==> config.mk <==
export PLATFORM = sky130hd
export DESIGN_NAME = vend_sequencer
export DESIGN_NICKNAME = d
export VERILOG_FILES = /design/src/rtl/vend_sequencer.sv
export SDC_FILE = /design/constraint.sdc
export NUM_CORES = 1
export LEC_CHECK = 0
export CAP_MARGIN = 20
export CORE_ASPECT_RATIO = 1.4
export CORE_MARGIN = 1
export CORE_UTILIZATION = 55
export DETAILED_ROUTE_END_ITERATION = 8
export GPL_ROUTABILITY_DRIVEN = 0
export PLACE_DENSITY = 0.78
export SETUP_SLACK_MARGIN = 0.1
export SYNTH_ARGS = -nofsm -noshare
export SYNTH_HDL_FRONTEND = slang
export SYNTH_SLANG_ARGS = --single-unit
==> constraint.sdc <==
create_clock -name clk -period 5.58 [get_ports clk]
set_input_delay 1.116 -clock clk [delete_from_list [all_inputs] [get_ports clk]]
set_output_delay 1.116 -clock clk [all_outputs]
set_load 0.05 [all_outputs]
==> src/rtl/vend_sequencer.sv <==
// Newspaper vending slot controller: collects coins, runs the dispense handshake,
// then pays change one unit per hopper handshake. Stock tracking, cancel/timeout refund.
module vend_sequencer #(
  parameter int PRICE      = 3,
  parameter int CREDIT_W   = 4,
  parameter int STOCK_W    = 4,
  parameter int STOCK_INIT = 8,
  parameter int TIMEOUT    = 200
) (
  input  logic                clk,
  input  logic                rst,
  input  logic                coin_valid,
  input  logic [1:0]          coin_val,
  input  logic                cancel,
  input  logic                restock,
  output logic                disp_req,
  input  logic                disp_ack,
  output logic                chg_req,
  input  logic                chg_ack,
  output logic                coin_reject,
  output logic [CREDIT_W-1:0] credit,
  output logic                sold_out,
  output logic                busy
);

  localparam int IDLE_W = (TIMEOUT > 1) ? $clog2(TIMEOUT) : 1;
  localparam logic [IDLE_W-1:0]   IDLE_LAST = IDLE_W'(TIMEOUT - 1);
  localparam logic [CREDIT_W-1:0] PRICE_C   = CREDIT_W'(PRICE);
  localparam logic [STOCK_W-1:0]  STOCK_C   = STOCK_W'(STOCK_INIT);

  typedef enum logic [1:0] {S_IDLE, S_COLLECT, S_DISPENSE, S_RETURN} state_t;

  state_t              state, state_nx;
  logic [STOCK_W-1:0]  stock, stock_nx;
  logic [CREDIT_W-1:0] credit_nx, credit_sum;
  logic [IDLE_W-1:0]   idle_cnt, idle_nx;
  logic                coin, reject_nx;

  always_comb begin
    coin       = coin_valid && (coin_val != 2'd0);
    credit_sum = credit + (coin ? CREDIT_W'(coin_val) : '0);
    state_nx   = state;
    stock_nx   = stock;
    credit_nx  = credit;
    idle_nx    = idle_cnt;
    reject_nx  = 1'b0;
    case (state)
      S_IDLE: begin
        if (coin) begin
          if (stock != '0) begin
            credit_nx = CREDIT_W'(coin_val);
            idle_nx   = '0;
            state_nx  = S_COLLECT;
          end else begin
            reject_nx = 1'b1;
          end
        end
        if (restock) stock_nx = STOCK_C;
      end
      S_COLLECT: begin
        // Cancel wins over a sale completing on the same edge.
        if (cancel) begin
          credit_nx = credit_sum;
          state_nx  = S_RETURN;
        end else if (credit_sum >= PRICE_C) begin
          credit_nx = credit_sum;
          state_nx  = S_DISPENSE;
        end else if (coin) begin
          credit_nx = credit_sum;
          idle_nx   = '0;
        end else if (idle_cnt == IDLE_LAST) begin
          state_nx = S_RETURN;
        end else begin
          idle_nx = idle_cnt + IDLE_W'(1);
        end
      end
      S_DISPENSE: begin
        reject_nx = coin;
        if (disp_ack) begin
          stock_nx  = stock - STOCK_W'(1);
          credit_nx = credit - PRICE_C;
          state_nx  = (credit > PRICE_C) ? S_RETURN : S_IDLE;
        end
      end
      S_RETURN: begin
        reject_nx = coin;
        if (chg_ack) begin
          credit_nx = (credit != '0) ? credit - CREDIT_W'(1) : '0;
          if (credit <= CREDIT_W'(1)) state_nx = S_IDLE;
        end
      end
      default: state_nx = S_IDLE;
    endcase
  end

  // Handshake and status outputs are registered from the next-state decode.
  always_ff @(posedge clk or posedge rst) begin
    if (rst) begin
      state       <= S_IDLE;
      stock       <= STOCK_C;
      credit      <= '0;
      idle_cnt    <= '0;
      disp_req    <= 1'b0;
      chg_req     <= 1'b0;
      coin_reject <= 1'b0;
      busy        <= 1'b0;
      sold_out    <= (STOCK_INIT == 0);
    end else begin
      state       <= state_nx;
      stock       <= stock_nx;
      credit      <= credit_nx;
      idle_cnt    <= idle_nx;
      disp_req    <= (state_nx == S_DISPENSE);
      chg_req     <= (state_nx == S_RETURN);
      coin_reject <= reject_nx;
      busy        <= (state_nx == S_DISPENSE) || (state_nx == S_RETURN);
      sold_out    <= (stock_nx == '0);
    end
  end

endmodule
==> impl_metrics.env, run 1 <==
export IMPL_reg2regPathDepth=6
export IMPL_regArea_sq_um=552
export IMPL_synth_area_top_cells="dfrtp_1 (33%), ha_1 (6.3%), a21oi_1 (5.0%)"
export IMPL_rsz0062_at_grt="no"
export IMPL_power_frac_comb_pct=58.1
export IMPL_root_buffer="clkbuf_4"
export IMPL_die_y_um=65.8
export IMPL_route_detailed_drc=0
export IMPL_synthAdderAreaFrac_pct=7.51
export IMPL_fmax_mhz=301
export IMPL_antenna_left=0
export IMPL_rr_startpoint="credit[0]"
export IMPL_routed_wl_um=3780
export IMPL_ir_drop_mv=0.319
export IMPL_cts_hold_buf=0
export IMPL_synth_area_leader_cell="dfrtp_1"
export IMPL_ys_types=58
export IMPL_async_flop_share_pct=100
export IMPL_synth_cells=171
export IMPL_n_fill_cell=241
export IMPL_syn_to_final_growth_pct=14.2
export IMPL_arrival_ns=3.54
export IMPL_cts_tree="yes"
export IMPL_drv_cap=0
export IMPL_post_cts_buffers=0
export IMPL_cp_max_fo=8
export IMPL_p_seq_share_pct=30.5
export IMPL_synth_xor_area_share_pct=0.548
export IMPL_finClkSkew_ns=0.00779
export IMPL_finalSetupViolations=0
export IMPL_clockBufferDepth=2
export IMPL_core_sq_mm=0.00270
export IMPL_final_common_cell="dfrtp_1"
export IMPL_required_ns=5.79
export IMPL_p_per_area_mw_per_mm2=596
export IMPL_detail_route_vias_per_cell=6.16
export IMPL_hp_start="stock[3]"
export IMPL_hold_path_cell_count=2
export IMPL_power_leakage_nw=0.794
export IMPL_crit_path_start_kind="primary input"
export IMPL_synth_ff_type="dfrtp_1"
export IMPL_clkPwrFrac_pct=11.4
export IMPL_drtIter0Drc=44
export IMPL_intPower_mw=0.550
export IMPL_finish_utilization_pct=67.7
export IMPL_timing_hold_ws_ns=0.572
export IMPL_initial_core_util_pct=59.3
export IMPL_tightest_slew_ns=0.848
export IMPL_grt_usage_pct=27.2
export IMPL_ctsResizeCount=0
export IMPL_final_cell_mix="dfrtp_1 (21), clkdlybuf4s50_1 (17), a21oi_1 (16), o21ai_0 (14), nand2_1 (12)"
export IMPL_io_pins=18
export IMPL_synth_warnings=0
export IMPL_synth_edf_count=0
export IMPL_fp_dieW_um=47.6
export IMPL_die_area_sq_mm=0.00313
export IMPL_setup_ws_ns=2.26
export IMPL_synth_area_sq_mm=0.00160
export IMPL_grt_max_degree=24
export IMPL_layout_drive_gt1_share_pct=14.4
export IMPL_synth_top_family_by_area="compound AO/OA/AOI/OAI gates"
export IMPL_switching_share_pct=49.5
export IMPL_hold_viol_final=0
export IMPL_r2r_end="idle_cnt[3]"
export IMPL_yosysSeqAreaShare_pct=34.5
export IMPL_dp_hpwl_um=2860
export IMPL_total_power_mw=1.09
export IMPL_hold_class="reg -> reg"
export IMPL_antenna_cells=0
export IMPL_postSynthAreaPerCell_sq_um=9.35
export IMPL_grt_pass1_wl_um=6140
export IMPL_firstDrtPassIters=4
export IMPL_synth_compound_area_share_pct=31.0
export IMPL_slew_headroom_pct=43.4
export IMPL_rows=22
export IMPL_cts_sinks=22
export IMPL_port_buffers=17
export IMPL_grt_ovfl_total=0
export IMPL_crit_type="in -> reg"
export IMPL_synth_area_mux_share_pct=1.96
export IMPL_nNetsFinal=206
export IMPL_p_switching_mw=0.539
export IMPL_htreeDepth=1
export IMPL_slew_viol_final=0
export IMPL_r2r_slack_ns=3.15
export IMPL_ys_ff_latch=22
export IMPL_path_clk_slew_ns=0.12
export IMPL_synth_top_cell_area_share_pct=32.9
export IMPL_grt_pass1_vias=1359
export IMPL_antenna_found_initial=0
export IMPL_synth_simple_gate_area_share_pct=19.6
export IMPL_wl_per_cell_um=16.9
export IMPL_min_period_ns=3.32
export IMPL_totalNegativeSetupSlack_ns=0
export IMPL_vias=1374
export IMPL_synth_nets=189
export IMPL_multi_input_area_sq_um=968
export IMPL_hold_end="stock[3]"
export IMPL_dp_slack_ns=1.95
export IMPL_clock_latency_ns=0.32
export IMPL_status="finished, final reports clean"
export IMPL_cts_buffers_inserted=3
export IMPL_post_route_period_util_pct=59.6
export IMPL_critPathCaptureType="register"
## synth_stat cells (all sizes together), types with 2 or more instances
cell type,instances
dfrtp,21
a21oi,16
o21ai,15
nand2,13
inv,9
ha,8
nor2,8
nand3,7
nand2b,5
nor3,5
a21o,4
o22ai,4
o31ai,4
a22o,3
and3,3
and4,3
buf,3
a31oi,2
and2,2
clkbuf,2
mux2i,2
nor2b,2
o211ai,2
o21a,2
o21ba,2
o221ai,2
or2,2
## through the flow
step                      cell area, sq um  instances
final                                 1830        223
after floorplan                       1600        171
after detailed placement              1770        219
after CTS                             1830        223
after global routing                  1830        223
after global placement                1770        219
## final cells by class
cell class	count	share of cell area (%)
multi-input cells	134	53.1
flip-flops and latches	22	30.2
inverters	10	2.06
well taps	36	2.47
repair buffers	17	9.32
clock inverters	1	1.64
clock buffers	3	1.23
## critical path, stage by stage
cell and delay [ns]:
clkdlybuf4s50_1 0.54, and2_1 0.15, ha_1 0.26, fa_1 0.49
a21oi_1 0.26, and4_4 0.32, o21ai_4 0.10, a211o_1 0.31
## routing by layer
metal | GRT usage [%] | share of wire, %
met3 | 1.91 | 3.2
met4 | 10.1 | 0.95
met5 | 0 | 0
met1 | 33.2 | 42
met2 | 47.9 | 53
## state kept, by name, indices dropped and copies added (netlist names)
signal       count
busy             1
chg_req          1
coin_reject      1
credit           4
disp_req         1
idle_cnt         8
sold_out         1
state            1
stock            4
## how the worst max path moves through the flow
stage,start,depth (start not counted),end
finish,coin_val[0],8,idle_cnt[3]
global route,coin_val[0],8,idle_cnt[3]
CTS,coin_val[0],8,idle_cnt[3]
detailed placement,coin_val[0],8,idle_cnt[3]
global placement,coin_val[0],8,idle_cnt[3]
floorplan,coin_valid,7,idle_cnt[3]
## power by group through the flow
stage	sequential (mW)	combinational, mW	clock [mW]
detailed placement	0.333	0.629	0
global route	0.345	0.688	0.130
global placement	0.329	0.606	0
floorplan	0.371	0.441	0
CTS	0.329	0.632	0.124
finish	0.332	0.633	0.124
## kinds of logic (layout without fill, tap and decap cells)
family,count (synthesis),after routing
adder cells (fa/ha/maj),9,9
XOR/XNOR,1,1
multiplexers,3,3
AO/OA/AOI/OAI,68,68
AND/OR/NAND/NOR,53,53
buffers and inverters,15,31
flip-flops,22,22
Power figures use the tool's default switching activity.
==> inputs of run 2 (changes only) <==
==> constraint.sdc (replaced) <==
create_clock -name clk -period 3.4 [get_ports clk]
set_input_delay 0.68 -clock clk [delete_from_list [all_inputs] [get_ports clk]]
set_output_delay 0.68 -clock clk [all_outputs]
set_load 0.05 [all_outputs]
==> results of run 2 <==
Same layout as run 1 (identical final DEF). Status: finished, final reports clean.
Among the figures that moved: setup slack after placement 1.95 ns -> 0.206 ns; setup slack after layout 2.26 ns -> 0.512 ns; register-to-register setup slack 3.15 ns -> 0.97 ns; total power 1.09 mW -> 1.79 mW; worst IR drop on VDD 0.319 mV -> 0.524 mV
==> inputs of run 3 (changes only) <==
--- a/config.mk
+++ b/config.mk
@@ -8,10 +8,10 @@
 export CAP_MARGIN = 20
 export CORE_ASPECT_RATIO = 1.4
 export CORE_MARGIN = 1
-export CORE_UTILIZATION = 55
+export CORE_UTILIZATION = 50
 export DETAILED_ROUTE_END_ITERATION = 8
 export GPL_ROUTABILITY_DRIVEN = 0
-export PLACE_DENSITY = 0.78
+export PLACE_DENSITY = 0.75
 export SETUP_SLACK_MARGIN = 0.1
 export SYNTH_ARGS = -nofsm -noshare
 export SYNTH_HDL_FRONTEND = slang
==> constraint.sdc (replaced) <==
create_clock -name clk -period 2.4 [get_ports clk]
set_input_delay 0.48 -clock clk [delete_from_list [all_inputs] [get_ports clk]]
set_output_delay 0.48 -clock clk [all_outputs]
set_load 0.05 [all_outputs]
==> run 3 against run 2 <==
  * Non-clock buffer count rose by 27
  * First-iteration DRC count is 84% higher
  * Clock power rose by 74%
  * Cell count increased by 13%
  * Final area is 14% higher
  * Critical endpoint is now credit[0]
  * Flip-flop and latch count unchanged
  * Critical path type unchanged
  * Hold slack worse by 0.12 ns
  * Sequential share of layout area is 3.5 points lower
  * Combinational power up 81%
  * Setup slack got worse by 0.37 ns
==> impl_metrics.env, run 3 (synthesized netlist as in run 1, its figures left out) <==
export IMPL_cts_sinks=22
export IMPL_htreeDepth=1
export IMPL_grt_max_degree=16
export IMPL_final_common_cell="buf_4"
export IMPL_core_sq_mm=0.00296
export IMPL_antenna_left=0
export IMPL_largest_register_ffs=8
export IMPL_p_per_area_mw_per_mm2=1420
export IMPL_slew_viol_final=0
export IMPL_antenna_found_initial=0
export IMPL_hold_viol_final=0
export IMPL_final_cell_mix="buf_4 (27), dfrtp_1 (19), a21oi_1 (15), o21ai_0 (14), clkdlybuf4s50_1 (13)"
export IMPL_grt_ovfl_total=0
export IMPL_rows=23
export IMPL_post_route_period_util_pct=94.0
export IMPL_arrival_ns=2.42
export IMPL_dp_hpwl_um=3080
export IMPL_routed_wl_um=4210
export IMPL_post_place_cells=243
export IMPL_cts_hold_buf=0
export IMPL_grt_pass1_vias=1606
export IMPL_route_detailed_drc=0
export IMPL_hold_class="in -> async"
export IMPL_path_clk_slew_ns=0.09
export IMPL_dp_slack_ns=-0.421
export IMPL_detail_route_vias_per_cell=6.12
export IMPL_path_cells="clkdlybuf4s15_1, and2_1, ha_2, fa_2, a21oi_2, buf_4, nand4_4, nand2b_4, buf_4, o32a_1"
export IMPL_fmax_mhz=443
export IMPL_regMostFlops="idle_cnt"
export IMPL_cp_max_fo=4
export IMPL_drv_cap=0
export IMPL_finish_utilization_pct=70.1
export IMPL_drtIter0Drc=81
export IMPL_root_buffer="clkbuf_8"
export IMPL_cp_slowest_cell="fa_2"
export IMPL_port_buffers=17
export IMPL_grt_pass1_wl_um=7090
export IMPL_firstDrtPassIters=4
export IMPL_io_pins=18
export IMPL_critPathCaptureType="register"
export IMPL_finalSetupViolations=0
export IMPL_min_period_ns=2.26
export IMPL_die_area_sq_mm=0.00343
export IMPL_required_ns=2.56
export IMPL_clock_latency_ns=0.27
export IMPL_die_y_um=68.9
export IMPL_fp_dieW_um=49.8
export IMPL_initial_core_util_pct=53.9
export IMPL_clockBufferDepth=2
export IMPL_finClkSkew_ns=0.00731
export IMPL_ir_drop_mv=0.808
export IMPL_crit_path_start_kind="primary input"
export IMPL_setup_ws_ns=0.144
export IMPL_cpMostUsedCell="buf_4"
export IMPL_rsz0062_at_grt="no"
export IMPL_antenna_cells=0
export IMPL_cts_buffers_inserted=3
export IMPL_vias=1536
export IMPL_status="finished, final reports clean"
export IMPL_cts_tree="yes"
export IMPL_slew_headroom_pct=66.2
export IMPL_power_leakage_nw=0.936
export IMPL_wl_per_cell_um=16.8
export IMPL_crit_type="in -> reg"
export IMPL_reg_largest_list="idle_cnt (8), credit (4), stock (4)"
export IMPL_tightest_slew_ns=0.506
export IMPL_layout_drive_gt1_share_pct=29.0
export IMPL_layout_cells_non_filler=251
export IMPL_critical_path_max_stage_delay_ns=0.56
export IMPL_grt_usage_pct=27.2
export IMPL_nNetsFinal=233
export IMPL_syn_to_final_growth_pct=29.9
==> run 3: changes by cell type in the layout (fill, tap and decap cells not counted), sizes merged <==
| cell | before | now |
|---|---|---|
| clkbuf | 3 | 4 |
| clkdlybuf4s50 | 17 | 13 |
| clkdlybuf4s15 | 0 | 2 |
| dlymetal6s2s | 0 | 1 |
| buf | 0 | 27 |
==> run 3: metal layers <==
metal	track usage, %	vias to the layer above	routed length (um)
met4	13.2	0	71
met2	51.0	32	2290
li1	-	732	-
met5	0	-	0
met3	3.07	7	116
met1	30.6	765	1740
==> run 3: report_power, final <==
group	switching, mW	internal, mW
Sequential	0.191	0.517
Clock	0.131	0.223
Combinational	1.06	0.826
==> run 3: final cells by class <==
class / count / area, sq um
clock buffers: 3 / 41.3
multi-input cells: 134 / 997
well taps: 37 / 46.3
inverters: 10 / 37.5
clock inverters: 1 / 30.0
repair buffers: 44 / 370
fillers: 219 / 887
flip-flops and latches: 22 / 554
==> run 3: what timing repair did <==
action	CTS	global route
setup buffers	4	0
pin swaps	9	6
gates resized for setup	8	5
setup endpoints to repair	14	10
hold endpoints to repair	0	0
==> run 3: final timing paths <==
check                       startpoint          end  slack, ns  cells after the start
setup / recovery           coin_val[0]    credit[0]       0.14                     10
hold / removal                     rst  idle_cnt[4]       0.45                      2
setup reg to reg             credit[1]  idle_cnt[3]       0.21                      6
hold reg to reg            idle_cnt[1]  idle_cnt[1]       0.54                      1
max in group asynchronous          rst     stock[3]       1.35                      3
min in group clk           idle_cnt[1]  idle_cnt[1]       0.54                      1
==> run 3: critical path, delay by kind of cell <==
kind,cells,cell delay (ns)
adder cells (fa/ha/maj),2,0.75
buffers and inverters,3,0.45
AO/OA/AOI/OAI,2,0.39
AND/OR/NAND/NOR,3,0.35
==> run 3: per-stage QoR <==
step           instance area, sq um  hold slack [ns]  total power [mW]  setup TNS [ns]
2_1_floorplan                  1610            0.468              1.91               0
3_3_place_gp                   1960            0.519              2.41           -3.92
3_5_place_dp                   1960            0.525              2.47           -5.03
4_1_cts                        2080            0.461              2.90               0
5_1_grt                        2080            0.513              3.14               0
6_report                       2080            0.454              2.95               0
